===== src/rtl/dmem_pkg.sv =====
// Shared types for the data-memory arbiter: FSM states, read owner, and the
// request bundle used to pick the winning master. Also used by the hazard unit.
package dmem_pkg;

  localparam int XLEN = 32;

  typedef enum logic [1:0] {
    IDLE    = 2'd0,
    RD_WAIT = 2'd1,
    RESP    = 2'd2
  } dmem_state_e;

  typedef enum logic {
    OWN_CPU = 1'b0,
    OWN_EXT = 1'b1
  } dmem_owner_e;

  typedef struct packed {
    logic            we;
    logic [XLEN-1:0] addr;
    logic [XLEN-1:0] wdata;
  } dmem_req_t;

endpackage


===== src/rtl/dmem_arbiter_if.sv =====
// CPU, external-port and memory-side signals of the data-memory arbiter.
// slave = arbiter view; master = the surrounding pipeline/loader/memory.
interface dmem_arbiter_if
  import dmem_pkg::*;
#(
  parameter int ADDR_W = 14
);
  logic              cpu_req;
  logic              cpu_we;
  logic [XLEN-1:0]   cpu_addr;
  logic [XLEN-1:0]   cpu_wdata;
  logic              cpu_stall;
  logic              cpu_rvalid;
  logic [XLEN-1:0]   cpu_rdata;

  logic              ext_req;
  logic              ext_we;
  logic [XLEN-1:0]   ext_addr;
  logic [XLEN-1:0]   ext_wdata;
  logic              ext_gnt;
  logic              ext_rvalid;
  logic [XLEN-1:0]   ext_rdata;

  logic              mem_en;
  logic              mem_we;
  logic [ADDR_W-1:0] mem_addr;
  logic [XLEN-1:0]   mem_wdata;
  logic [XLEN-1:0]   mem_rdata;

  modport slave (
    input  cpu_req, cpu_we, cpu_addr, cpu_wdata,
    output cpu_stall, cpu_rvalid, cpu_rdata,
    input  ext_req, ext_we, ext_addr, ext_wdata,
    output ext_gnt, ext_rvalid, ext_rdata,
    output mem_en, mem_we, mem_addr, mem_wdata,
    input  mem_rdata
  );

  modport master (
    output cpu_req, cpu_we, cpu_addr, cpu_wdata,
    input  cpu_stall, cpu_rvalid, cpu_rdata,
    output ext_req, ext_we, ext_addr, ext_wdata,
    input  ext_gnt, ext_rvalid, ext_rdata,
    input  mem_en, mem_we, mem_addr, mem_wdata,
    output mem_rdata
  );

endinterface


===== src/rtl/dmem_starve_ctr.sv =====
// Saturating count of cycles the external port has waited; at_max forces
// the next IDLE arbitration in favour of the external master.
module dmem_starve_ctr #(
  parameter int MAX_WAIT = 4,
  parameter int CNT_W    = $clog2(MAX_WAIT + 1)
) (
  input  logic clk,
  input  logic rst_n,
  input  logic inc,
  input  logic clr,
  output logic at_max
);

  logic [CNT_W-1:0] cnt_q;

  assign at_max = (cnt_q == CNT_W'(MAX_WAIT));

  // NOTE: sequential state uses non-blocking assignments so every flop
  // samples pre-edge values regardless of block ordering.
  always_ff @(posedge clk or negedge rst_n) begin
    if (!rst_n) begin
      cnt_q <= '0;
    end else if (clr) begin
      cnt_q <= '0;
    end else if (inc && !at_max) begin
      cnt_q <= cnt_q + CNT_W'(1);
    end
  end

endmodule


===== src/rtl/dmem_arbiter.sv =====
// Data-memory access controller: arbitrates the single-ported memory between
// the CPU pipeline and the external port, sequences fixed-latency reads.
module dmem_arbiter
  import dmem_pkg::*;
#(
  parameter int RD_LAT   = 2,
  parameter int ADDR_W   = 14,
  parameter int MAX_WAIT = 4
) (
  input logic           clk,
  input logic           rst_n,
  dmem_arbiter_if.slave bus
);

  localparam int LAT_W = (RD_LAT > 1) ? $clog2(RD_LAT) : 1;

  dmem_state_e     state_q, state_d;
  dmem_owner_e     owner_q, owner_d;
  logic [LAT_W-1:0] lat_q, lat_d;
  logic [XLEN-1:0] cpu_rdata_q, ext_rdata_q;

  dmem_req_t cpu_r, ext_r, sel;
  logic      mem_en, ext_win, ext_gnt, cpu_wr_gnt, capture;
  logic      cpu_rvalid, ext_rvalid, starve_max;
  logic      addr_unused;

  assign cpu_r   = '{we: bus.cpu_we, addr: bus.cpu_addr, wdata: bus.cpu_wdata};
  assign ext_r   = '{we: bus.ext_we, addr: bus.ext_addr, wdata: bus.ext_wdata};
  assign ext_win = bus.ext_req & (~bus.cpu_req | starve_max);

  dmem_starve_ctr #(
    .MAX_WAIT(MAX_WAIT)
  ) u_starve (
    .clk   (clk),
    .rst_n (rst_n),
    .inc   (bus.ext_req & ~ext_gnt),
    .clr   (ext_gnt),
    .at_max(starve_max)
  );

  // NOTE: every combinational output gets a default before the case so no
  // path leaves it unassigned, which would infer a latch.
  always_comb begin
    state_d    = state_q;
    owner_d    = owner_q;
    lat_d      = lat_q;
    sel        = '0;
    mem_en     = 1'b0;
    ext_gnt    = 1'b0;
    cpu_wr_gnt = 1'b0;
    capture    = 1'b0;
    cpu_rvalid = 1'b0;
    ext_rvalid = 1'b0;
    // Outputs must read 0 while reset is held, even with requests pending.
    if (rst_n) begin
      case (state_q)
        IDLE: begin
          if (bus.cpu_req | bus.ext_req) begin
            sel        = ext_win ? ext_r : cpu_r;
            mem_en     = 1'b1;
            ext_gnt    = ext_win;
            cpu_wr_gnt = ~ext_win & cpu_r.we;
            if (!sel.we) begin
              owner_d = ext_win ? OWN_EXT : OWN_CPU;
              lat_d   = LAT_W'(RD_LAT - 1);
              state_d = RD_WAIT;
            end
          end
        end
        RD_WAIT: begin
          if (lat_q == '0) begin
            capture = 1'b1;
            state_d = RESP;
          end else begin
            lat_d = lat_q - LAT_W'(1);
          end
        end
        RESP: begin
          cpu_rvalid = (owner_q == OWN_CPU);
          ext_rvalid = (owner_q == OWN_EXT);
          state_d    = IDLE;
        end
        default: state_d = IDLE;
      endcase
    end
  end

  always_ff @(posedge clk or negedge rst_n) begin
    if (!rst_n) begin
      state_q     <= IDLE;
      owner_q     <= OWN_CPU;
      lat_q       <= '0;
      cpu_rdata_q <= '0;
      ext_rdata_q <= '0;
    end else begin
      state_q <= state_d;
      owner_q <= owner_d;
      lat_q   <= lat_d;
      if (capture) begin
        if (owner_q == OWN_CPU) cpu_rdata_q <= bus.mem_rdata;
        else                    ext_rdata_q <= bus.mem_rdata;
      end
    end
  end

  assign bus.mem_en     = mem_en;
  assign bus.mem_we     = sel.we;
  assign bus.mem_addr   = sel.addr[ADDR_W+1:2];
  assign bus.mem_wdata  = sel.wdata;
  assign bus.ext_gnt    = ext_gnt;
  assign bus.cpu_rvalid = cpu_rvalid;
  assign bus.ext_rvalid = ext_rvalid;
  assign bus.cpu_rdata  = cpu_rdata_q;
  assign bus.ext_rdata  = ext_rdata_q;
  assign bus.cpu_stall  = rst_n & bus.cpu_req & ~(cpu_wr_gnt | cpu_rvalid);

  // Byte-offset and above-window address bits are dropped by design.
  assign addr_unused = ^{sel.addr[1:0], sel.addr[XLEN-1:ADDR_W+2]};

endmodule


===== src/flat_wrapper.sv =====
// flat-port wrapper written by rule: the top's interface ports become plain ports
module dmem_arbiter_flat import dmem_pkg::*;
#(
  parameter int RD_LAT   = 2,
  parameter int ADDR_W   = 14,
  parameter int MAX_WAIT = 4
)
  (clk, rst_n, bus_cpu_req, bus_cpu_we, bus_cpu_addr, bus_cpu_wdata, bus_cpu_stall, bus_cpu_rvalid, bus_cpu_rdata, bus_ext_req, bus_ext_we, bus_ext_addr, bus_ext_wdata, bus_ext_gnt, bus_ext_rvalid, bus_ext_rdata, bus_mem_en, bus_mem_we, bus_mem_addr, bus_mem_wdata, bus_mem_rdata);
  dmem_arbiter_if #(.ADDR_W(ADDR_W)) bus_i ();
  input logic clk;
  input logic rst_n;
  input wire logic [$bits(bus_i.cpu_req)-1:0] bus_cpu_req;
  input wire logic [$bits(bus_i.cpu_we)-1:0] bus_cpu_we;
  input wire logic [$bits(bus_i.cpu_addr)-1:0] bus_cpu_addr;
  input wire logic [$bits(bus_i.cpu_wdata)-1:0] bus_cpu_wdata;
  output wire logic [$bits(bus_i.cpu_stall)-1:0] bus_cpu_stall;
  output wire logic [$bits(bus_i.cpu_rvalid)-1:0] bus_cpu_rvalid;
  output wire logic [$bits(bus_i.cpu_rdata)-1:0] bus_cpu_rdata;
  input wire logic [$bits(bus_i.ext_req)-1:0] bus_ext_req;
  input wire logic [$bits(bus_i.ext_we)-1:0] bus_ext_we;
  input wire logic [$bits(bus_i.ext_addr)-1:0] bus_ext_addr;
  input wire logic [$bits(bus_i.ext_wdata)-1:0] bus_ext_wdata;
  output wire logic [$bits(bus_i.ext_gnt)-1:0] bus_ext_gnt;
  output wire logic [$bits(bus_i.ext_rvalid)-1:0] bus_ext_rvalid;
  output wire logic [$bits(bus_i.ext_rdata)-1:0] bus_ext_rdata;
  output wire logic [$bits(bus_i.mem_en)-1:0] bus_mem_en;
  output wire logic [$bits(bus_i.mem_we)-1:0] bus_mem_we;
  output wire logic [$bits(bus_i.mem_addr)-1:0] bus_mem_addr;
  output wire logic [$bits(bus_i.mem_wdata)-1:0] bus_mem_wdata;
  input wire logic [$bits(bus_i.mem_rdata)-1:0] bus_mem_rdata;
  assign bus_i.cpu_req = bus_cpu_req;
  assign bus_i.cpu_we = bus_cpu_we;
  assign bus_i.cpu_addr = bus_cpu_addr;
  assign bus_i.cpu_wdata = bus_cpu_wdata;
  assign bus_cpu_stall = bus_i.cpu_stall;
  assign bus_cpu_rvalid = bus_i.cpu_rvalid;
  assign bus_cpu_rdata = bus_i.cpu_rdata;
  assign bus_i.ext_req = bus_ext_req;
  assign bus_i.ext_we = bus_ext_we;
  assign bus_i.ext_addr = bus_ext_addr;
  assign bus_i.ext_wdata = bus_ext_wdata;
  assign bus_ext_gnt = bus_i.ext_gnt;
  assign bus_ext_rvalid = bus_i.ext_rvalid;
  assign bus_ext_rdata = bus_i.ext_rdata;
  assign bus_mem_en = bus_i.mem_en;
  assign bus_mem_we = bus_i.mem_we;
  assign bus_mem_addr = bus_i.mem_addr;
  assign bus_mem_wdata = bus_i.mem_wdata;
  assign bus_i.mem_rdata = bus_mem_rdata;
  dmem_arbiter #(.RD_LAT(RD_LAT), .ADDR_W(ADDR_W), .MAX_WAIT(MAX_WAIT)) u_core (.clk(clk), .rst_n(rst_n), .bus(bus_i));
endmodule

===== config.mk =====
export PLATFORM = sky130hd
export DESIGN_NAME = dmem_arbiter_flat
export DESIGN_NICKNAME = d
export VERILOG_FILES = /design/src/rtl/dmem_pkg.sv /design/src/rtl/dmem_arbiter_if.sv /design/src/rtl/dmem_starve_ctr.sv /design/src/rtl/dmem_arbiter.sv /design/src/flat_wrapper.sv
export SDC_FILE = /design/constraint.sdc
export NUM_CORES = 1
export LEC_CHECK = 0
export ABC_AREA = 1
export ABC_CLOCK_PERIOD_IN_PS = 4450
export BUFFER_PORTS_ARGS = -buffer_cell sky130_fd_sc_hd__buf_2
export CELL_PAD_IN_SITES_DETAIL_PLACEMENT = 2
export CELL_PAD_IN_SITES_GLOBAL_PLACEMENT = 2
export CORE_MARGIN = 4
export CORE_UTILIZATION = 22
export CTS_CLUSTER_SIZE = 25
export DETAILED_ROUTE_END_ITERATION = 7
export PLACE_DENSITY_LB_ADDON = 0.2
export SLEW_MARGIN = 20
export SYNTH_ARGS = -nofsm -noshare
export SYNTH_HDL_FRONTEND = slang
export SYNTH_SLANG_ARGS = --single-unit

===== constraint.sdc =====
create_clock -name clk -period 4.45 [get_ports clk]
set_clock_uncertainty 0.05 [all_clocks]
set_input_delay 0.6675 -clock clk [delete_from_list [all_inputs] [get_ports clk]]
set_output_delay 0.6675 -clock clk [all_outputs]
set_load 0.05 [all_outputs]

Word level (Yosys, flattened, before mapping)
Index checks and enable logic that the tools add are counted.
{"block": "word_totals", "reg_bits": 71, "input_bits": 166, "out_inout_bits": 116, "wordCells": 69}
{"block": "classes", "addsub": 2, "eq_ne": 6, "muxes": 31, "bitwise": 14, "reduce_logical": 10}
{"operator": "2-to-1 mux 65 bit", "n": 4}
{"operator": "2-to-1 mux 1 bit", "n": 20}
{"operator": "AND reduction 4 bit", "n": 3}
{"operator": "2-to-1 mux 2 bit", "n": 3}
{"operator": "2-to-1 mux 3 bit", "n": 2}
{"operator": "NOT 1 bit", "n": 6}
{"operator": "bitwise AND 1 bit", "n": 5}
{"operator": "!= test 2 bit, second input constant", "n": 2}
{"operator": "case mux 2 bit (2 select lines)", "n": 1}
{"operator": "AND reduction 2 bit", "n": 2}
{"operator": "nonzero test 2 bit", "n": 2}
{"operator": "adder 3 x 1 -> 3 bit, second input constant", "n": 1}
{"operator": "equality test 3 bit, second input constant", "n": 1}
{"operator": "OR 1 bit", "n": 3}
{"operator": "equality test 2 x 1 -> 1 bit, second input constant", "n": 1}
{"operator": "equality test 2 bit, second input constant", "n": 1}
{"operator": "logical NOT 2 bit", "n": 1}
{"operator": "!= test 2 x 1 -> 1 bit, second input constant", "n": 1}
{"operator": "case mux 1 bit (2 select lines)", "n": 1}
{"operator": "logical AND 1 bit", "n": 1}
{"operator": "logical NOT 1 bit", "n": 1}
{"operator": "subtractor 1 bit, second input constant", "n": 1}

Longest topological paths before layout
{"block": "depth", "ltp_word": 11, "depth_mapped": 11}

Hierarchy
A second synthesis with hierarchy kept.
{"block": "hier_totals", "hier_cells": 465, "hier_area_um2": 3691.0}
{"mod": "dmem_arbiter", "instances": 1, "cells_per_inst": 440, "area_each_um2": 3505.9, "seq_area_each_um2": 1701.6}
{"mod": "dmem_starve_ctr", "instances": 1, "cells_per_inst": 25, "area_each_um2": 185.2, "seq_area_each_um2": 75.1}

Least setup slack after synthesis
OpenSTA, ideal clock, no wires.
{"block": "synth_timing", "path_type": "input -> output", "startpoint": "input port rst_n", "endpoint": "output port bus_cpu_stall", "t_arrival_ns": 2.262, "t_required_ns": 3.733, "path_slack_ns": 1.470, "path_stages": 5, "n_path_buf": 0, "cell_sequence": "inv_2 -> nor2_1 -> nand2_1 -> nor2_1 -> nor3_1"}
{"block": "synth_between", "elab_chain_cells": 4, "elab_cells_between_ends": 6, "classes_between": "mux: 2; bitwise: 4"}
{"item": "start, declared", "line": "flat_wrapper.sv:11", "source": "input logic rst_n;"}
{"item": "2-to-1 mux 1 bit", "line": "dmem_arbiter.sv:55", "source": "if (rst_n) begin"}
{"item": "named net bus_cpu_rvalid", "line": "flat_wrapper.sv:17", "source": "output wire logic [$bits(bus_i.cpu_rvalid)-1:0] bus_cpu_rvalid;"}
{"item": "OR 1 bit", "line": "dmem_arbiter.sv:115", "source": "assign bus.cpu_stall = rst_n & bus.cpu_req & ~(cpu_wr_gnt | cpu_rvalid);"}
{"item": "NOT 1 bit", "line": "dmem_arbiter.sv:115"}
{"item": "bitwise AND 1 bit", "line": "dmem_arbiter.sv:115"}
{"item": "end, declared", "line": "flat_wrapper.sv:16", "source": "output wire logic [$bits(bus_i.cpu_stall)-1:0] bus_cpu_stall;"}
The timed path passes the listed nets, and every way through them passes these cells.

Worst setup path in the final report
{"block": "layout_timing", "startpoint": "register u_core.u_starve.cnt_q[0]", "endpoint": "output port bus_mem_addr[4]"}
{"block": "layout_between", "elab_chain_cells": 7}
{"item": "start, declared", "line": "dmem_starve_ctr.sv:14", "source": "logic [CNT_W-1:0] cnt_q;"}
{"item": "start signal, assigned", "line": "dmem_starve_ctr.sv:26", "source": "cnt_q <= cnt_q + CNT_W'(1);"}
{"item": "equality test 3 bit", "line": "dmem_starve_ctr.sv:16", "source": "assign at_max = (cnt_q == CNT_W'(MAX_WAIT));"}
{"item": "OR 1 bit", "line": "dmem_arbiter.sv:29", "source": "assign ext_win = bus.ext_req & (~bus.cpu_req | starve_max);"}
{"item": "bitwise AND 1 bit", "line": "dmem_arbiter.sv:29"}
{"item": "2-to-1 mux 65 bit", "line": "dmem_arbiter.sv:59", "source": "sel = ext_win ? ext_r : cpu_r;"}
{"item": "2-to-1 mux 65 bit", "line": "dmem_arbiter.sv:58", "source": "if (bus.cpu_req | bus.ext_req) begin"}
{"item": "2-to-1 mux 65 bit", "line": "dmem_arbiter.sv:56", "source": "case (state_q)"}
{"item": "2-to-1 mux 65 bit", "line": "dmem_arbiter.sv:55"}
{"item": "end, declared", "line": "flat_wrapper.sv:28", "source": "output wire logic [$bits(bus_i.mem_addr)-1:0] bus_mem_addr;"}
Every way passes these cells.

==> results.txt <==
DRC Markers: 0
Die Wd: 139 µm
fin nets: 856
critical path fanouts, max: 46
Syn Area/Cell: 8.30 µm²
area of the multi-input gates: 1620 µm²
post-CTS sizing: 0
vias in the first global route: 4438
crit end category: output port
FF-to-FF path depth: 12
CTS H-tree lvls: 3
deepest clock path buffer count: 2
CP Data Arrival Time: 2370 ps
synth-to-layout area growth: 42.1%
critical path startpoint category: flip-flop
Post-CTS Setup Repair Bufs: 0
first-pass GRT wire length: 24.3 mm
Buffers on Ports: 245
Clock transition at path regs: 60 ps
worst reg2reg path endpoint: u_core.owner_q$_DFFE_PN0P_
R2R Path Start: u_core.u_starve.cnt_q[0]$_DFFE_PN0P_
CTS buffer count: 9
number of antenna violations at the first check in global routing: 1
Final WS setup: 1360 ps
Hold Crit Class: flip-flop to flip-flop
Iter 0 DRT Violations: 101
Initial Util: 22.6%
CP required: 3730 ps
crit path kind: flip-flop to output port
row cnt: 47
Hold Path Depth: 2
Commonest cells post-synth: 99 x nor2_1, 83 x nand2_1, 71 x dfrtp_1
minimum clock period: 3090 ps
top layer in use: met5
top cell type by total area after synthesis: dfrtp_1
Reg area: 1780 µm²
post-DP HPWL: 11.7 mm
Post-Syn Area: 3780 µm²
hold path startpoint: u_core.bus.ext_rdata[19]$_DFFE_PN0P_
synthesized instance count: 455
TritonCTS clock tree: built
wire per inst: 16.7 µm
Routability Congestion: 0.828
setup_tns: 0 ps
main area contributors after synthesis: dfrtp_1 47%, o21ai_2 13%, nor2_1 9.8%
Peak VDD IR: 0.343 mV
Hold Buf Count CTS: 0
Worst slew margin: 36.5%
sequential area share after synthesis: 47.1%
M1 WL: 5.94 mm
Fin. Hold Viols: 0
# diodes: 0
clock latency on the worst-skew pair: 330 ps
final setup fails: 0
Hold Crit Endpoint: u_core.bus.ext_rdata[19]$_DFFE_PN0P_
syn nets: 623
Pins Over Slew Limit: 0
PD cells: 800 nW/µm²
CORE AREA: 16700 µm²
Die Y-Extent: 139 µm
met3 routed WL: 951 µm
Tcrit/Tclk final: 69.5%
gr ovfl total: 0
synth warn: 0
dpl ws: 1520 ps
RSZ-0062 raised after global routing: false
fmax: 323 MHz
met2 wire length: 8.17 mm
fillcell total: 2026
Via density: 4.32
largest net degree at the start of global routing: 74
status: finished clean
worst-margin pin slew: 953 ps
reg2reg setup slack: 2400 ps
I/O pins: 282
post-synth top area share: 47.1%
share of layout cells above drive strength 1: 47.6%
Post-synth EDFFs: 0
ys async rst share: 100%
Pre-Repair DR Iteration Count: 3
Num Clock Sinks: 71
MaxCap Viol Count: 0
most frequent cell after synthesis: nor2_1
Die Footprint: 19300 µm²
Synth cell types: 23
Routed Antenna Nets: 0
WL final: 15.3 mm
Most used DFF post-synth: dfrtp_1
FF+latch count, synth: 71
Vias: 3940
Pleak: 3.05 nW
Clock Tree Root: clkbuf_16
total track usage: 15.6%
## per-stage QoR
step           utilization, %  cells  total power [mW]  area, µm²  hold WS (ps)
2_1_floorplan               -    455              3.02       3780           322
3_3_place_gp             30.4    897              3.57       5080           412
3_5_place_dp             30.4    897              3.66       5080           417
4_1_cts                  32.1    913              4.38       5370           432
5_1_grt                  32.1    913              4.56       5370           465
6_report                 32.1    913              4.29       5370           426
## logic make-up (layout without fill, tap and decap cells)
family,count (synthesis),in the layout,share of synthesized area (%)
simple gates,199,199,21.6
compound gates,113,113,20.3
flops,71,71,47.1
buf+inv,69,307,10.1
fa+ha+maj,2,2,0.663
xor+xnor,1,1,0.232
## worst max-delay path by stage
| stage | cells past startpoint | to | from |
|---|---|---|---|
| 6_report | 9 | bus_mem_addr[4] | u_core.u_starve.cnt_q[0]$_DFFE_PN0P_ |
| 4_1_cts | 9 | bus_mem_wdata[1] | u_core.u_starve.cnt_q[0]$_DFFE_PN0P_ |
| 3_5_place_dp | 5 | bus_cpu_stall | rst_n |
| 5_1_grt | 9 | bus_mem_wdata[24] | u_core.u_starve.cnt_q[0]$_DFFE_PN0P_ |
| 3_3_place_gp | 5 | bus_cpu_stall | rst_n |
| 2_1_floorplan | 5 | bus_cpu_stall | rst_n |
## layer usage
layer,GRT usage [%],vias to the layer above
li1,-,1904
met1,17.4,1895
met2,29.1,124
met3,4.55,15
met4,4.12,2
met5,0,-
## where the power goes
part	internal, mW	switching (mW)
clock network	0.395	0.288
registers	0.945	0.180
logic	0.559	1.92
## state kept, by name, indices dropped and copies added (netlist names)
signal,cells
u_core.owner_q,1
u_core.bus.cpu_rdata,32
u_core.u_starve.cnt_q,3
u_core.state_q,2
u_core.bus.ext_rdata,32
u_core.lat_q,1
## cell type report
type	count	area share (%)
sequential	71	33.1
multi-input combinational	315	30.2
clock buffer	10	4.45
timing repair buffer	248	23.3
tap	220	5.13
clock inverter	6	0.816
inverter	43	3.01
## worst max-delay path, stage by stage, from the launching register on
cell	delay (ps)
dfrtp_1	410
inv_1	70
ha_1	170
nand2_2	80
nand2_1	100
nand2_2	60
inv_2	590
nor2_1	100
nor2_1	160
buf_2	290
## placed cells by master (no fill, tap or decap), types with 3 or more instances in the layout
cell type / n
nand3_1: 5
nand2_1: 83
inv_2: 3
inv_1: 40
o21ai_1: 24
o21ai_2: 54
buf_2: 244
dfrtp_1: 71
nor2_1: 99
clkbuf_16: 9
buf_4: 4
o21ai_0: 33
No activity file was read; power rests on OpenSTA's default activity.
